--- src/rtl/fusion_shift_ctrl.sv ---
// -----------------------------------------------------------------------------
// fusion_shift_ctrl
// Sequencing controller for the two-channel weighted fusion datapath. Turns
// debounced operator inc/dec keys into a target horizontal offset of channel 2
// and realises it by issuing one move pulse per line during horizontal
// blanking. The datapath can only add shift, so a decrease resets the datapath
// and re-applies the whole target from zero, starting at the next frame.
//
// Optional feature (macro FUSION_SHIFT_WRAP_EN):
//   defined   : inc at MAX_SHIFT wraps the target to 0, dec at 0 wraps it to
//               MAX_SHIFT (a wrap to 0 then takes the normal resync path).
//   undefined : the target saturates at 0 and MAX_SHIFT.
//
// Ports:
//   clk_ch2       in   channel-2 pixel clock, all logic in this domain
//   rst_n         in   asynchronous active-low reset
//   key_inc       in   raw asynchronous key, request offset +1
//   key_dec       in   raw asynchronous key, request offset -1
//   ch2_vsync     in   channel-2 frame sync, active-high
//   ch2_valid     in   channel-2 active-pixel qualifier
//   move_r        out  one-cycle pulse, datapath inserts one ch2 pixel
//   fusion_rst_n  out  active-low reset to the fusion datapath
//   shift_target  out  debounced requested offset
//   shift_applied out  offset currently realised in the datapath
//   busy          out  high whenever the sequencer is not idle
// -----------------------------------------------------------------------------
module fusion_shift_ctrl #(
    parameter logic [19:0] DEB_CYCLES = 20'd500000,
    parameter logic [7:0]  MAX_SHIFT  = 8'd255,
    parameter logic [7:0]  RST_CYCLES = 8'd16,
    parameter int unsigned SW         = 8
) (
    input  logic          clk_ch2,
    input  logic          rst_n,
    input  logic          key_inc,
    input  logic          key_dec,
    input  logic          ch2_vsync,
    input  logic          ch2_valid,
    output logic          move_r,
    output logic          fusion_rst_n,
    output logic [SW-1:0] shift_target,
    output logic [SW-1:0] shift_applied,
    output logic          busy
);

    localparam int unsigned DW = 20;
    localparam int unsigned RW = 8;
    localparam logic [SW-1:0] MAX_S = SW'(MAX_SHIFT);

    typedef enum logic [2:0] {
        FRST      = 3'd0,
        IDLE      = 3'd1,
        WAIT_LINE = 3'd2,
        PULSE     = 3'd3,
        CHECK     = 3'd4
    } state_t;

    // Key synchronisers and debouncers; bit 0 = inc, bit 1 = dec
    logic [1:0]    key_raw;
    logic [1:0]    key_s1;
    logic [1:0]    key_s2;
    logic [1:0]    deb_lvl;
    logic [DW-1:0] deb_cnt [2];
    logic [1:0]    deb_rise;

    assign key_raw = {key_dec, key_inc};

    always_ff @(posedge clk_ch2 or negedge rst_n) begin
        if (!rst_n) begin
            key_s1 <= '0;
            key_s2 <= '0;
        end else begin
            key_s1 <= key_raw;
            key_s2 <= key_s1;
        end
    end

    // Any sample equal to the accepted level reloads the counter, so only an
    // uninterrupted run of DEB_CYCLES differing samples flips the level.
    always_ff @(posedge clk_ch2 or negedge rst_n) begin
        if (!rst_n) begin
            deb_lvl <= '0;
            for (int k = 0; k < 2; k++) begin
                deb_cnt[k] <= '0;
            end
        end else begin
            for (int k = 0; k < 2; k++) begin
                if (key_s2[k] == deb_lvl[k]) begin
                    deb_cnt[k] <= '0;
                end else if (deb_cnt[k] == DEB_CYCLES - DW'(1)) begin
                    deb_lvl[k] <= key_s2[k];
                    deb_cnt[k] <= '0;
                end else begin
                    deb_cnt[k] <= deb_cnt[k] + DW'(1);
                end
            end
        end
    end

    always_comb begin
        deb_rise = '0;
        for (int k = 0; k < 2; k++) begin
            deb_rise[k] = key_s2[k] && !deb_lvl[k] && (deb_cnt[k] == DEB_CYCLES - DW'(1));
        end
    end

    // Target update; simultaneous inc and dec cancel out
    logic [SW-1:0] target_nxt;

    always_comb begin
        target_nxt = shift_target;
        if (deb_rise == 2'b01) begin
            if (shift_target >= MAX_S) begin
`ifdef FUSION_SHIFT_WRAP_EN
                target_nxt = '0;
`else
                target_nxt = MAX_S;
`endif
            end else begin
                target_nxt = shift_target + SW'(1);
            end
        end else if (deb_rise == 2'b10) begin
            if (shift_target == '0) begin
`ifdef FUSION_SHIFT_WRAP_EN
                target_nxt = MAX_S;
`else
                target_nxt = '0;
`endif
            end else begin
                target_nxt = shift_target - SW'(1);
            end
        end
    end

    always_ff @(posedge clk_ch2 or negedge rst_n) begin
        if (!rst_n) begin
            shift_target <= '0;
        end else begin
            shift_target <= target_nxt;
        end
    end

    // Frame/line timing edges from once-registered syncs
    logic vs_d1, vs_d2, vl_d1, vl_d2;
    logic vs_rise, line_end;

    always_ff @(posedge clk_ch2 or negedge rst_n) begin
        if (!rst_n) begin
            vs_d1 <= 1'b0;
            vs_d2 <= 1'b0;
            vl_d1 <= 1'b0;
            vl_d2 <= 1'b0;
        end else begin
            vs_d1 <= ch2_vsync;
            vs_d2 <= vs_d1;
            vl_d1 <= ch2_valid;
            vl_d2 <= vl_d1;
        end
    end

    assign vs_rise  = vs_d1 && !vs_d2;
    assign line_end = !vl_d1 && vl_d2;

    // Sequencer state register
    state_t        state, state_next;
    logic [RW-1:0] rst_cnt;

    always_ff @(posedge clk_ch2 or negedge rst_n) begin
        if (!rst_n) begin
            state <= FRST;
        end else begin
            state <= state_next;
        end
    end

    // Next-state logic
    always_comb begin
        state_next = state;
        unique case (state)
            FRST: begin
                if (rst_cnt == RST_CYCLES - RW'(1)) begin
                    state_next = IDLE;
                end
            end
            IDLE: begin
                if (vs_rise) begin
                    if (shift_target < shift_applied) begin
                        state_next = FRST;
                    end else if (shift_target > shift_applied) begin
                        state_next = WAIT_LINE;
                    end
                end
            end
            WAIT_LINE: begin
                if (line_end) begin
                    state_next = PULSE;
                end
            end
            PULSE: begin
                state_next = CHECK;
            end
            CHECK: begin
                if (shift_target > shift_applied) begin
                    state_next = WAIT_LINE;
                end else if (shift_target < shift_applied) begin
                    state_next = FRST;
                end else begin
                    state_next = IDLE;
                end
            end
            default: begin
                state_next = FRST;
            end
        endcase
    end

    // Output decode, computed from the next state so outputs stay registered
    logic          move_nxt;
    logic          frst_n_nxt;
    logic          busy_nxt;
    logic [SW-1:0] applied_nxt;
    logic [RW-1:0] rst_cnt_nxt;

    always_comb begin
        move_nxt    = 1'b0;
        frst_n_nxt  = 1'b1;
        busy_nxt    = 1'b1;
        applied_nxt = shift_applied;
        rst_cnt_nxt = '0;
        if (state_next == FRST) begin
            frst_n_nxt  = 1'b0;
            applied_nxt = '0;
            if (state == FRST) begin
                rst_cnt_nxt = rst_cnt + RW'(1);
            end
        end
        if (state_next == PULSE) begin
            move_nxt = 1'b1;
            if (shift_applied < MAX_S) begin
                applied_nxt = shift_applied + SW'(1);
            end
        end
        if (state_next == IDLE) begin
            busy_nxt = 1'b0;
        end
    end

    always_ff @(posedge clk_ch2 or negedge rst_n) begin
        if (!rst_n) begin
            move_r        <= 1'b0;
            fusion_rst_n  <= 1'b0;
            busy          <= 1'b1;
            shift_applied <= '0;
            rst_cnt       <= '0;
        end else begin
            move_r        <= move_nxt;
            fusion_rst_n  <= frst_n_nxt;
            busy          <= busy_nxt;
            shift_applied <= applied_nxt;
            rst_cnt       <= rst_cnt_nxt;
        end
    end

endmodule
--- config.mk ---
export PLATFORM = sky130hd
export DESIGN_NAME = fusion_shift_ctrl
export DESIGN_NICKNAME = d
export VERILOG_FILES = /design/src/rtl/fusion_shift_ctrl.sv
export SDC_FILE = /design/constraint.sdc
export NUM_CORES = 1
export LEC_CHECK = 0
export CAP_MARGIN = 5
export CORE_MARGIN = 4
export CORE_UTILIZATION = 45
export DETAILED_ROUTE_END_ITERATION = 7
export GPL_TIMING_DRIVEN = 0
export HOLD_SLACK_MARGIN = 0.08
export PLACE_DENSITY = 0.66
export RECOVER_POWER = 50
export SKIP_LAST_GASP = 1
export SYNTH_ARGS = -nofsm -noshare
export SYNTH_HDL_FRONTEND = slang
export SYNTH_SLANG_ARGS = --single-unit
--- constraint.sdc ---
create_clock -name clk_ch2 -period 3.2 [get_ports clk_ch2]
set_clock_uncertainty 0.05 [all_clocks]
set_input_delay 0.32 -clock clk_ch2 [delete_from_list [all_inputs] [get_ports clk_ch2]]
set_output_delay 0.32 -clock clk_ch2 [all_outputs]
set_load 0.02 [all_outputs]
==> summary.txt <==
Timing
  • Fin crit period: 2.97 ns
  • Final setup viols: 0
  • Final critical-path share of the clock period: 0.929
  • Worst slew margin: -0.501
  • FMAX: about 0.34 GHz
  • Hold Vio Cnt, Final: 0
  • Slew Limit Fails: 40
  • Slew @ Worst Pin: between 2 and 2.5 ns
  • RSZ-0062 raised after global routing: false

Setup path
  • Max FO, Critical Path: 9
  • Cell family with the largest share of critical-path delay: simple AND/OR/NAND/NOR gates
  • CP Launch Type: flop
  • Setup CP Type: flop to flop
  • Crit path buf inv count: 1
  • R2R setup slack: 0.23 ns
  • Worst path cell trace: or4_1, or3_4, nor4_4, ha_1, clkbuf_1, nand2b_1, o31a_1, o22ai_1, o2bb2ai_1
  • Critical path endpoint category: flop
  • Max incr delay on CP: between 0.5 and 0.6 ns
  • Required time worst endpoint: approximately 3.4 ns
  • CP max stage cell: or4_1
  • Arr. time, crit path: roughly 3.2 ns

Synth
  • Most used DFF post-synth: dfrtp_1
  • Yosys reg bits: 80
  • Asr flop ratio synth: 1.00
  • Cells after Synth: about 460
  • EDFF count, synth: 0
  • Syn avg cell area: between 9 and 10 µm²
  • Seq/Total Area, Yosys: 0.467
  • Syn nets: ~480
  • Post-Syn Area: around 4300 µm²
  • Netlist cell types: 55
  • YS warnings: 0

Placed design
  • Dpl hpwl: approximately 6100 µm
  • Placed inst area: approximately 4700 µm²
  • Port Buf Inserts: 24
  • Gpl congestion: ~0.85

Route
  • Antenna Nets Post-Route: 0
  • Routed vias/inst: roughly 5.4
  • Routed WL: approximately 8500 µm
  • Remaining DRCs: 0
  • DR iter-0 viols: 149
  • Vias: around 3,400
  • WL/cell: approximately 14 µm
  • 1st-pass router iterations: 4

Clock tree
  • Total CTS buffers: 9
  • H-tree lvl count: 3
  • Clock-pin slew on the worst setup and hold paths: around 0.080 ns
  • Post-CTS Setup Repair Bufs: 0
  • CTS tree: yes
  • Root Driver: clkbuf_8
  • Clk Latency, worst-skew pair: ~0.34 ns
  • CTS Buffer Depth: 2
  • Clk sink count: 80

Floorplanning
  • FP Rows: 35
  • Die Area: ~11,000 µm²
  • Top Ports: 25
  • Core area: ~9200 µm²
  • Die Span Y: roughly 110 µm
  • Die Width: 106 µm
  • Initial Utilization: 0.464

Power and ir drop
  • LEAKAGE: roughly 2 nW
  • Max IR drop VDD: 0.247 mV
  • Design Power: between 0.0015 and 0.002 W
  • Pwr Density: approximately 350 nW/µm²

Global route
  • Initial antenna violation count: 0
  • First-pass GRT wire length: 14,700 µm
  • Number of global-route vias before repair: ~3,200
  • Largest net degree at the start of global routing: 42
  • GR Util All Layers: 0.162
  • Grt ovf: 0

Finish
  • Register Area: ~2000 µm²
  • Area Growth Syn to Fin: 14.3%
  • N_diodes: 0
  • Fin area: 4900 µm²
  • Final net count: between 500 and 600
  • Area of the multi-input gates: ~2100 µm²
  • Filler Cells Inserted: approximately 820
  • Layout cells sized above 1: 0.0643

Hold path
  • Worst min path class: flop to flop

Run status
  • Outcome: complete, but fails checks
  • Violated checks: max-capacitance violations, max-slew violations

Run
  • Max cap viols: 1
per-stage QoR:
step,hold slack [ns],cells,util,setup TNS [ns],setup slack (ns)
after floorplan,-0.0256,456,-,0,0.504
after global placement,0.283,609,0.508,-87.47,-1.11
after detailed placement,0.286,610,0.509,0,0.0240
after CTS,0.304,627,0.529,0,0.0301
after global routing,0.327,627,0.530,0,0.0499
final,0.301,627,0.530,0,0.226
Yosys cell counts (3+ instances only):
master	n	area share
or3_1	3	0.0044
nor4b_1	4	0.0082
inv_1	24	0.021
mux2_2	3	0.0079
and3_1	12	0.018
ha_1	17	0.050
a21oi_1	8	0.0093
nand3_1	34	0.040
or4_1	3	0.0053
o21bai_1	3	0.0053
nor2_1	65	0.057
clkbuf_1	10	0.0088
o211ai_1	4	0.0070
nor3_1	21	0.025
o31ai_1	3	0.0053
nand2_1	29	0.025
dfrtp_1	79	0.46
nand2b_1	6	0.0088
and4_1	4	0.0082
xor2_1	24	0.049
nor4_1	4	0.0058
nor2b_1	4	0.0058
xnor2_1	18	0.037
o21ai_0	18	0.021
nand4_1	12	0.018
a311oi_1	4	0.0082
sequential cells by signal (all words and copies together) (netlist names):
signal	cells
busy	1
deb_cnt	40
deb_lvl	2
fusion_rst_n	1
key_s1	2
key_s2	2
move_r	1
rst_cnt	8
shift_applied	8
shift_target	8
state	3
vl_d1	1
vl_d2	1
vs_d1	1
vs_d2	1
routing by layer:
layer  track usage  up-vias  wire (µm)
met2         0.258       53       3900
met4        0.0527        0        123
met5             0        -          0
li1              -     1677          -
met1         0.222     1624       4230
met3        0.0312        9        266
worst paths after layout:
check / startpoint / to / cells after the start
setup / recovery: deb_cnt[29]$_DFF_PN0_ / shift_target[4]$_DFFE_PN0P_ / 9
hold / removal: key_s1[1]$_DFF_PN0_ / key_s2[1]$_DFF_PN0_ / 0
setup reg to reg: deb_cnt[29]$_DFF_PN0_ / shift_target[4]$_DFFE_PN0P_ / 9
hold reg to reg: key_s1[1]$_DFF_PN0_ / key_s2[1]$_DFF_PN0_ / 0
max in group asynchronous: rst_n / shift_target[7]$_DFFE_PN0P_ / 2
min in group asynchronous: rst_n / deb_cnt[31]$_DFF_PN0_ / 2
layout make-up:
cell class,instances,share of cell area
flip-flops and latches,80,0.409
plain buffers,14,0.0143
clock buffers,11,0.0268
inverters,24,0.0184
clock inverters,5,0.00689
repair buffers,26,0.0539
well taps,129,0.0329
multi-input cells,338,0.438
logic make-up (layout without fill, tap and decap cells):
logic type / Yosys count / after routing / synth area share
xor+xnor: 42 / 42 / 0.0858
flops: 80 / 80 / 0.467
mux: 5 / 5 / 0.0125
fa+ha+maj: 17 / 17 / 0.0496
buf+inv: 38 / 80 / 0.0371
compound gates: 63 / 63 / 0.102
simple gates: 211 / 211 / 0.246
where the power goes:
part | switching (W) | internal (W)
clock network | 0.000362 | 0.000281
logic | 0.0000397 | 0.0000205
registers | 0.00000888 | 0.00102
total | 0.000410 | 0.00132
what timing repair did:
action	4_1_cts	5_1_grt
hold buffers	1	0
gates cloned	0	0
resized for setup	1	3
endpoints found under the setup margin	1	6
hold endpoints to repair	38	0
layout by cell type (no fill, tap or decap), types with 5 or more instances in the layout:
cell / count
dfrtp_1: 79
dlygate4sd3_1: 5
ha_1: 17
clkdlybuf4s50_1: 19
nor2_1: 65
a21oi_1: 8
nand2b_1: 6
clkbuf_1: 12
nand2_1: 29
nand4_1: 12
o21ai_0: 18
xnor2_1: 18
inv_1: 24
nor3_1: 21
and3_1: 12
nand3_1: 34
xor2_1: 24
clkbuf_8: 9
Note: power is estimated with default switching activity, not from simulation.
